===== src/rtl/qeciphy_tx_slot_scheduler.sv =====
// qeciphy_tx_slot_scheduler
//   Per-cycle TX slot scheduler feeding the TX framer mux. Every cycle is
//   classified as a FAW, CRC or payload slot from the boundary strobes.
//   Payload slots are arbitrated between the control and user-data streams,
//   with a bounded control burst while data is pending.
//   The scheduled word and its type code come out one cycle later.
//
//   Optional build macro: QECIPHY_TX_SCHED_STATS_EN
//     Adds DATA/CTRL/IDLE slot counters (stat_*_cnt_o, STAT_W bits wide,
//     wrapping, cleared on reset only).
//
//   state    | meaning
//   ---------+-----------------------------------------------------------
//   DISABLED | enable low; no slots scheduled, burst counter cleared
//   WAIT_FAW | enabled, waiting for a FAW boundary to align to the frame
//   RUN      | aligned; every cycle produces a FAW, CRC or payload slot
module qeciphy_tx_slot_scheduler #(
  parameter int DATA_W         = 64,
  parameter int MAX_CTRL_BURST = 4,
  parameter int STAT_W         = 32
) (
  input  logic              clk_i,
  input  logic              rst_n_i,
  input  logic              enable_i,
  input  logic              faw_boundary_i,
  input  logic              crc_boundary_i,
  input  logic [DATA_W-1:0] data_tdata_i,
  input  logic              data_tvalid_i,
  output logic              data_tready_o,
  input  logic [DATA_W-1:0] ctrl_tdata_i,
  input  logic              ctrl_tvalid_i,
  output logic              ctrl_tready_o,
  output logic [DATA_W-1:0] tx_tdata_o,
  output logic [2:0]        tx_type_o,
  output logic              tx_valid_o,
`ifdef QECIPHY_TX_SCHED_STATS_EN
  output logic [STAT_W-1:0] stat_data_cnt_o,
  output logic [STAT_W-1:0] stat_ctrl_cnt_o,
  output logic [STAT_W-1:0] stat_idle_cnt_o,
`endif
  output logic [1:0]        state_o
);

  typedef enum logic [1:0] {
    ST_DISABLED = 2'd0,
    ST_WAIT_FAW = 2'd1,
    ST_RUN      = 2'd2
  } state_t;

  localparam logic [2:0] TYPE_IDLE = 3'd0;
  localparam logic [2:0] TYPE_DATA = 3'd1;
  localparam logic [2:0] TYPE_CTRL = 3'd2;
  localparam logic [2:0] TYPE_FAW  = 3'd3;
  localparam logic [2:0] TYPE_CRC  = 3'd4;

  localparam logic [3:0] BURST_MAX = 4'(MAX_CTRL_BURST);

  // Reject parameter values the 4-bit burst counter or stat counters cannot hold.
  if (MAX_CTRL_BURST < 1 || MAX_CTRL_BURST > 15 || STAT_W < 1) begin : g_param_check
    $error("qeciphy_tx_slot_scheduler: MAX_CTRL_BURST must be 1..15 and STAT_W >= 1");
  end

  state_t      state;
  state_t      state_next;
  logic [3:0]  burst_cnt;
  logic        slot_active;
  logic        slot_payload;
  logic        grant_ctrl;
  logic        grant_data;
  logic [2:0]  slot_type;

  // State register.
  always_ff @(posedge clk_i) begin
    if (!rst_n_i) begin
      state <= ST_DISABLED;
    end else begin
      state <= state_next;
    end
  end

  // Next-state: enable low always drops back to DISABLED; re-entry needs a fresh FAW.
  always_comb begin
    state_next = state;
    if (!enable_i) begin
      state_next = ST_DISABLED;
    end else begin
      case (state)
        ST_DISABLED: state_next = ST_WAIT_FAW;
        ST_WAIT_FAW: if (faw_boundary_i) state_next = ST_RUN;
        ST_RUN:      state_next = ST_RUN;
        default:     state_next = ST_DISABLED;
      endcase
    end
  end

  // Slot classification, arbitration and combinational handshakes.
  // The FAW that moves WAIT_FAW to RUN is itself scheduled.
  always_comb begin
    slot_active  = enable_i &&
                   ((state == ST_RUN) || ((state == ST_WAIT_FAW) && faw_boundary_i));
    slot_payload = slot_active && !faw_boundary_i && !crc_boundary_i;
    grant_ctrl   = slot_payload && ctrl_tvalid_i &&
                   ((burst_cnt < BURST_MAX) || !data_tvalid_i);
    grant_data   = slot_payload && !grant_ctrl && data_tvalid_i;

    slot_type = TYPE_IDLE;
    if (slot_active) begin
      if (faw_boundary_i)      slot_type = TYPE_FAW;
      else if (crc_boundary_i) slot_type = TYPE_CRC;
      else if (grant_ctrl)     slot_type = TYPE_CTRL;
      else if (grant_data)     slot_type = TYPE_DATA;
      else                     slot_type = TYPE_IDLE;
    end

    data_tready_o = grant_data;
    ctrl_tready_o = grant_ctrl;
    state_o       = state;
  end

  // Registered slot output: whole words only, zero for non-payload slots.
  always_ff @(posedge clk_i) begin
    if (!rst_n_i) begin
      tx_valid_o <= 1'b0;
      tx_type_o  <= TYPE_IDLE;
      tx_tdata_o <= '0;
    end else begin
      tx_valid_o <= slot_active;
      tx_type_o  <= slot_type;
      if (grant_ctrl)      tx_tdata_o <= ctrl_tdata_i;
      else if (grant_data) tx_tdata_o <= data_tdata_i;
      else                 tx_tdata_o <= '0;
    end
  end

  // Consecutive ctrl grants while data waits; held across FAW/CRC slots.
  always_ff @(posedge clk_i) begin
    if (!rst_n_i || (state == ST_DISABLED)) begin
      burst_cnt <= '0;
    end else if (grant_data) begin
      burst_cnt <= '0;
    end else if (grant_ctrl && data_tvalid_i) begin
      if (burst_cnt < BURST_MAX) burst_cnt <= burst_cnt + 4'd1;
    end else if (slot_payload && !data_tvalid_i) begin
      burst_cnt <= '0;
    end
  end

`ifdef QECIPHY_TX_SCHED_STATS_EN
  // Payload slot statistics; only a reset clears them.
  always_ff @(posedge clk_i) begin
    if (!rst_n_i) begin
      stat_data_cnt_o <= '0;
      stat_ctrl_cnt_o <= '0;
      stat_idle_cnt_o <= '0;
    end else if (slot_payload && (state == ST_RUN)) begin
      if (grant_ctrl)      stat_ctrl_cnt_o <= stat_ctrl_cnt_o + 1'b1;
      else if (grant_data) stat_data_cnt_o <= stat_data_cnt_o + 1'b1;
      else                 stat_idle_cnt_o <= stat_idle_cnt_o + 1'b1;
    end
  end
`endif

endmodule


===== config.mk =====
export PLATFORM = sky130hd
export DESIGN_NAME = qeciphy_tx_slot_scheduler
export DESIGN_NICKNAME = d
export VERILOG_FILES = /design/src/rtl/qeciphy_tx_slot_scheduler.sv
export SDC_FILE = /design/constraint.sdc
export NUM_CORES = 1
export LEC_CHECK = 0
export CAP_MARGIN = 20
export CORE_ASPECT_RATIO = 2
export CORE_UTILIZATION = 35
export CTS_CLUSTER_SIZE = 10
export DETAILED_ROUTE_END_ITERATION = 10
export PLACE_DENSITY = 0.82
export SYNTH_ARGS = -nofsm -noshare
export SYNTH_HDL_FRONTEND = slang
export SYNTH_SLANG_ARGS = --single-unit

===== constraint.sdc =====
create_clock -name clk_i -period 1.5 [get_ports clk_i]
set_input_delay 0.225 -clock clk_i [delete_from_list [all_inputs] [get_ports clk_i]]
set_output_delay 0.225 -clock clk_i [all_outputs]
set_load 0.05 [all_outputs]

== Word-level counts from Yosys, hierarchy flattened ==
Cells that the tools add are included.

* Bits in registers: 74
* Bits of input ports: 135
* Output and inout bits: 72
* Logic and storage cells: 50

* Order comparisons: 1
* Reductions and logical operators: 25
* Add/sub/neg operators: 1
* Bitwise gates (word level): 2
* Equality and inequality tests: 4
* Multiplexer cells: 11

{| class="wikitable"
|+ Operators with widths
! cell !! number
|-
| two-way mux 64 bit || 2
|-
| two-way mux 4 bit || 3
|-
| logical AND 1 bit || 10
|-
| two-way mux 2 bit || 3
|-
| case mux 2 bit (3 select lines) || 1
|-
| AND reduction 2 bit || 3
|-
| logical NOT 1 bit || 5
|-
| adder 4 x 1 -> 4 bit, second input constant || 1
|-
| < comparator 4 x 3 -> 1 bit, second input constant || 1
|-
| inequality test 2 bit, second input constant || 2
|-
| logical OR 1 bit || 3
|-
| two-way mux 3 bit || 1
|-
| OR reduction 3 bit || 1
|-
| equality test 2 x 1 -> 1 bit, second input constant || 1
|-
| equality test 2 bit, second input constant || 1
|-
| logical NOT 2 bit || 1
|-
| NOT 1 bit || 2
|-
| nonzero test 2 bit || 1
|-
| OR reduction 2 bit || 1
|-
| two-way mux 1 bit || 1
|}

== Depth between registers and ports, before layout ==
* Word-level depth: 15
* Gate-level depth with buffers: 7

== Worst setup path before layout ==
No wires, ideal clock.

* Path kind: register -> register
* Start point: register state[0], in the netlist state_o[0]
* End point: register tx_type_o[1]
* Stages on the path, launching flop included: 7
* Data required time: 1.385 ns
* Data arrival time: 1.923 ns
* Setup time: 0.115 ns
* Buffers on the path: 1
* Period minus slack after synthesis: 2.038 ns
* Slack: -0.538 ns
* Path through: dfxtp_1 inv_1 ha_1 and4bb_1 buf_4 and3_1 o21a_1

* Word-level cells in the longest chain between the ends: 11
* Elaborated cells between the ends (all ways): 13
* Classes of those cells: eq/ne (2); mux (3); reduce/logical (8)

{| class="wikitable"
|+ RTL lines
! item !! line !! RTL
|-
| start, declared || 63 || <nowiki>state_t state;</nowiki>
|-
| start signal, assigned || 77 || <nowiki>state <= state_next;</nowiki>
|-
| equality test 2 x 1 -> 1 bit || 100 || <nowiki>((state == ST_RUN) || ((state == ST_WAIT_FAW) && faw_boundary_i));</nowiki>
|-
| logical AND 1 bit || 100 ||
|-
| logical OR 1 bit * || 100 ||
|-
| logical AND 1 bit * || 99 || <nowiki>slot_active = enable_i &&</nowiki>
|-
| logical AND 1 bit * (2 in series) || 101 || <nowiki>slot_payload = slot_active && !faw_boundary_i && !crc_boundary_i;</nowiki>
|-
| logical AND 1 bit * (2 in series) || 102 || <nowiki>grant_ctrl = slot_payload && ctrl_tvalid_i &&</nowiki>
|-
| via ctrl_tready_o || 32 || <nowiki>output logic ctrl_tready_o,</nowiki>
|-
| two-way mux 2 bit * || 110 || <nowiki>else if (grant_ctrl) slot_type = TYPE_CTRL;</nowiki>
|-
| two-way mux 3 bit * || 109 || <nowiki>else if (crc_boundary_i) slot_type = TYPE_CRC;</nowiki>
|-
| two-way mux 2 bit * || 108 || <nowiki>if (faw_boundary_i) slot_type = TYPE_FAW;</nowiki>
|-
| end signal, assigned || 128 || <nowiki>tx_type_o <= slot_type;</nowiki>
|-
| end, declared || 34 || <nowiki>output logic [2:0] tx_type_o,</nowiki>
|}

The timed path passes the listed nets; every way through them passes the cells marked *.
A chain may end at the register's enable or synchronous reset.

== Final worst setup path ==
* Start point: register state[0], in the netlist state_o[0]
* End point: output ctrl_tready_o

* Word-level cells in the longest chain between the ends: 8
* Elaborated cells between the ends (all ways): 9
* Classes of those cells: eq/ne (2); reduce/logical (7)

{| class="wikitable"
|+ RTL lines
! item !! line
|-
| equality test 2 x 1 -> 1 bit || 100
|-
| logical AND 1 bit || 100
|-
| logical OR 1 bit * || 100
|-
| logical AND 1 bit * || 99
|-
| logical AND 1 bit * (2 in series) || 101
|-
| logical AND 1 bit * (2 in series) || 102
|-
| end, declared || 32
|}

Every way passes the cells marked *; elsewhere a longest branch is shown, timed or not.

==> results_dict.tcl <==
set metrics [dict create \
    crit_type "register to output port" \
    cts_buffers 9 \
    cp-startpoint "state_o[0]" \
    grt_max_degree 34 \
    antenna_found_initial 0 \
    seq_area_frac_synth 0.508 \
    synth-compound-area-share 0.130 \
    syn-cell-area_sq_um 2920 \
    hold_violations 0 \
    die_y_um 131 \
    grt_pass1_wl_um 16400 \
    core_sq_um 8000 \
    max_slew.worst_pin.slew_ns 0.502 \
    postCtsHoldBufs 0 \
    synth_xor_xnor_area_share 0 \
    hpwlAfterDp_um 7830 \
    clock-sinks 74 \
    multi_input_area_sq_um 1310 \
    reg2reg_depth 8 \
    synth.distinct_cells 30 \
    final.min_clock_period_ns 1.68 \
    root_buffer "clkbuf_16" \
    cp.depth 5 \
    required_ns 1.27 \
    synth_area_per_cell_sq_um 8.56 \
    wirelength_um 10900 \
    n_fill_cell 646 \
    synth_top_family_by_area "simple AND/OR/NAND/NOR gates" \
    path_buf_inv 2 \
    final_common_cell "clkdlybuf4s50_1" \
    slew_viol_final 0 \
    drive_gt1_frac 0.250 \
    yosys.area_share.adder 0.0172 \
    powerDensity_nw_per_um2 887 \
    dieArea_sq_um 8730 \
    worstHoldPathType "input pin to register" \
    cp-start-kind "register" \
    violations "setup timing" \
    tns_ns -0.342 \
    clockBufferDepth 2 \
    skew_ns 0.00739 \
    ioPinCount 207 \
    routedWlPerCell_um 16.5 \
    crit_family "simple AND/OR/NAND/NOR gates" \
    antenna_left 0 \
    r2r-start "state_o[0]" \
    yosys.area_share.simple 0.269 \
    syn_to_final_growth_pct 87.0 \
    leakage_nw 2.25 \
    total_power_w 0.00484 \
    grt_overflow 0 \
    seqCellArea_sq_um 1490 \
    crit_path_end_kind "output port" \
    synth_top_cell_area_share 0.508 \
    grt_pass1_vias 3384 \
    port_buffers 206 \
    synth.net_count 480 \
    hold_path.startpoint "data_tvalid_i" \
    peakVddDrop_uv 766 \
    final_nets 695 \
    setup_viol 2 \
    synth_warnings 0 \
    grt_use_total 0.247 \
    synth_largest_area_cell "dfxtp_1" \
    outcome "complete, but fails checks" \
    critPathMaxFanout 3 \
    critPathMaxStageDelay_ns 0.35 \
    syn_inst 341 \
    clk_latency_ns 0.33 \
    relSlewSlack 0.661 \
    start_util 0.365 \
    synthMuxAreaShare 0.00686 \
    setup_slack_ns -0.179 \
    htreeDepth 3 \
    finish.utilization 0.682 \
    synth-seq-cells 74 \
    post_dp_cell_area_sq_um 4990 \
    dieWidth_um 66.6 \
    gp_congestion 0.814 \
    synth_area_leaders "dfxtp_1 51%, nand3_1 22%, a21oi_1 12%, buf_2 2.6%, buf_6 1.9%" \
    fmax_mhz 596 \
    drtPass1Iterations 6 \
    crit_chain "inv_4 > ha_4 > and4bb_1 > and3_4 > buf_12" \
    rows 46 \
    routed_via_density 5.28 \
    rsz0062_at_grt "yes" \
    critical_path_arrival_ns 1.45 \
    clk_pin_slew_ns 0.05 \
    fin_area_sq_um 5460 \
    drtIter0Drc 175 \
    drv_cap 0 \
    num_vias 3465 \
    drc 0 \
    antennaDiodeCount 0 \
    final_cell_mix "132 x clkdlybuf4s50_1, 129 x nand3_1, 97 x buf_4" \
    crit_slowest_cell "dfxtp_4" \
    hold_depth 3 \
    finalCritPeriodShare 1.12 \
    cts_tree "built" \
]
[path summary, 6_finish.rpt]
| check | to | slack (ns) |
|---|---|---|
| worst max-delay path | ctrl_tready_o | -0.18 |
| worst min-delay path | tx_tdata_o[9] | 0.27 |
| worst max register to register | tx_type_o[0] | 0.09 |
| worst min register to register | burst_cnt[1] | 0.50 |
[layer usage]
metal | vias to the layer above | wire (um) | global-route usage
met3 | 33 | 702 | 0.0460
met2 | 177 | 6070 | 0.446
met4 | 0 | 460 | 0.157
li1 | 1647 | - | -
met5 | - | 0 | 0
met1 | 1608 | 3610 | 0.242
[power by group]
group	total, W	switching (W)	internal [W]
combinational	0.000651	0.000242	0.000409
clock	0.00221	0.000776	0.00144
sequential	0.00198	0.00000475	0.00197
[stage by stage]
| step | std cells | hold slack [ns] | setup slack, ns |
|---|---|---|---|
| after floorplan | 341 | 0.301 | -0.0442 |
| after global placement | 634 | 0.462 | -0.118 |
| after detailed placement | 634 | 0.481 | -0.122 |
| after CTS | 652 | 0.254 | -0.191 |
| after global routing | 656 | 0.269 | -0.209 |
| final | 656 | 0.268 | -0.179 |
[synth_stat cells]
| cell | n |
|---|---|
| o21a_1 | 1 |
| buf_6 | 5 |
| o21ai_1 | 1 |
| a21oi_1 | 68 |
| buf_4 | 1 |
| nand2_1 | 3 |
| inv_2 | 1 |
| and3_1 | 2 |
| buf_1 | 3 |
| clkbuf_1 | 11 |
| dfxtp_1 | 74 |
| buf_2 | 15 |
| ha_1 | 4 |
| and4b_1 | 1 |
| a21oi_2 | 1 |
| nand4bb_1 | 1 |
| and4bb_1 | 1 |
| mux2i_1 | 2 |
| nor2_1 | 5 |
| or3b_1 | 1 |
| nand2_4 | 1 |
| nor3b_1 | 1 |
| o21bai_1 | 1 |
| a41oi_1 | 1 |
| nand3_1 | 129 |
| or2_1 | 1 |
| nand3b_1 | 1 |
| nor4bb_1 | 1 |
| nand2b_1 | 2 |
| inv_1 | 2 |
[logic make-up after synthesis]
logic type,Yosys count
buf+inv,38
mux,2
compound gates,73
fa+ha+maj,4
flops,74
simple gates,150
[worst reg2reg max path, delay by kind of cell (launching register included)]
family	cells	cell delay, ns
simple gates	2	0.24
compound gates	1	0.16
flops	1	0.35
buf+inv	4	0.41
fa+ha+maj	1	0.14
[repair_timing]
| action | in CTS | in global routing |
|---|---|---|
| resized for setup | 7 | 8 |
| endpoints found under the setup margin | 2 | 55 |
| pin swaps | 1 | 3 |
| cloned | 0 | 2 |
| buffers inserted | 3 | 4 |
[area by class of cell]
| cell class | count | share of cell area |
|---|---|---|
| repair buffers | 239 | 0.406 |
| flip-flops and latches | 74 | 0.273 |
| multi-input cells | 229 | 0.240 |
| clock buffers | 9 | 0.0413 |
| well taps | 96 | 0.0220 |
| clock inverters | 6 | 0.0151 |
| inverters | 3 | 0.00252 |
[sequential cells by signal, summed over array words and instances (netlist names)]
name and flops:
burst_cnt 4, state_o 2, tx_tdata_o 64, tx_type_o 3, tx_valid_o 1
(Power assumes the default switching activity.)
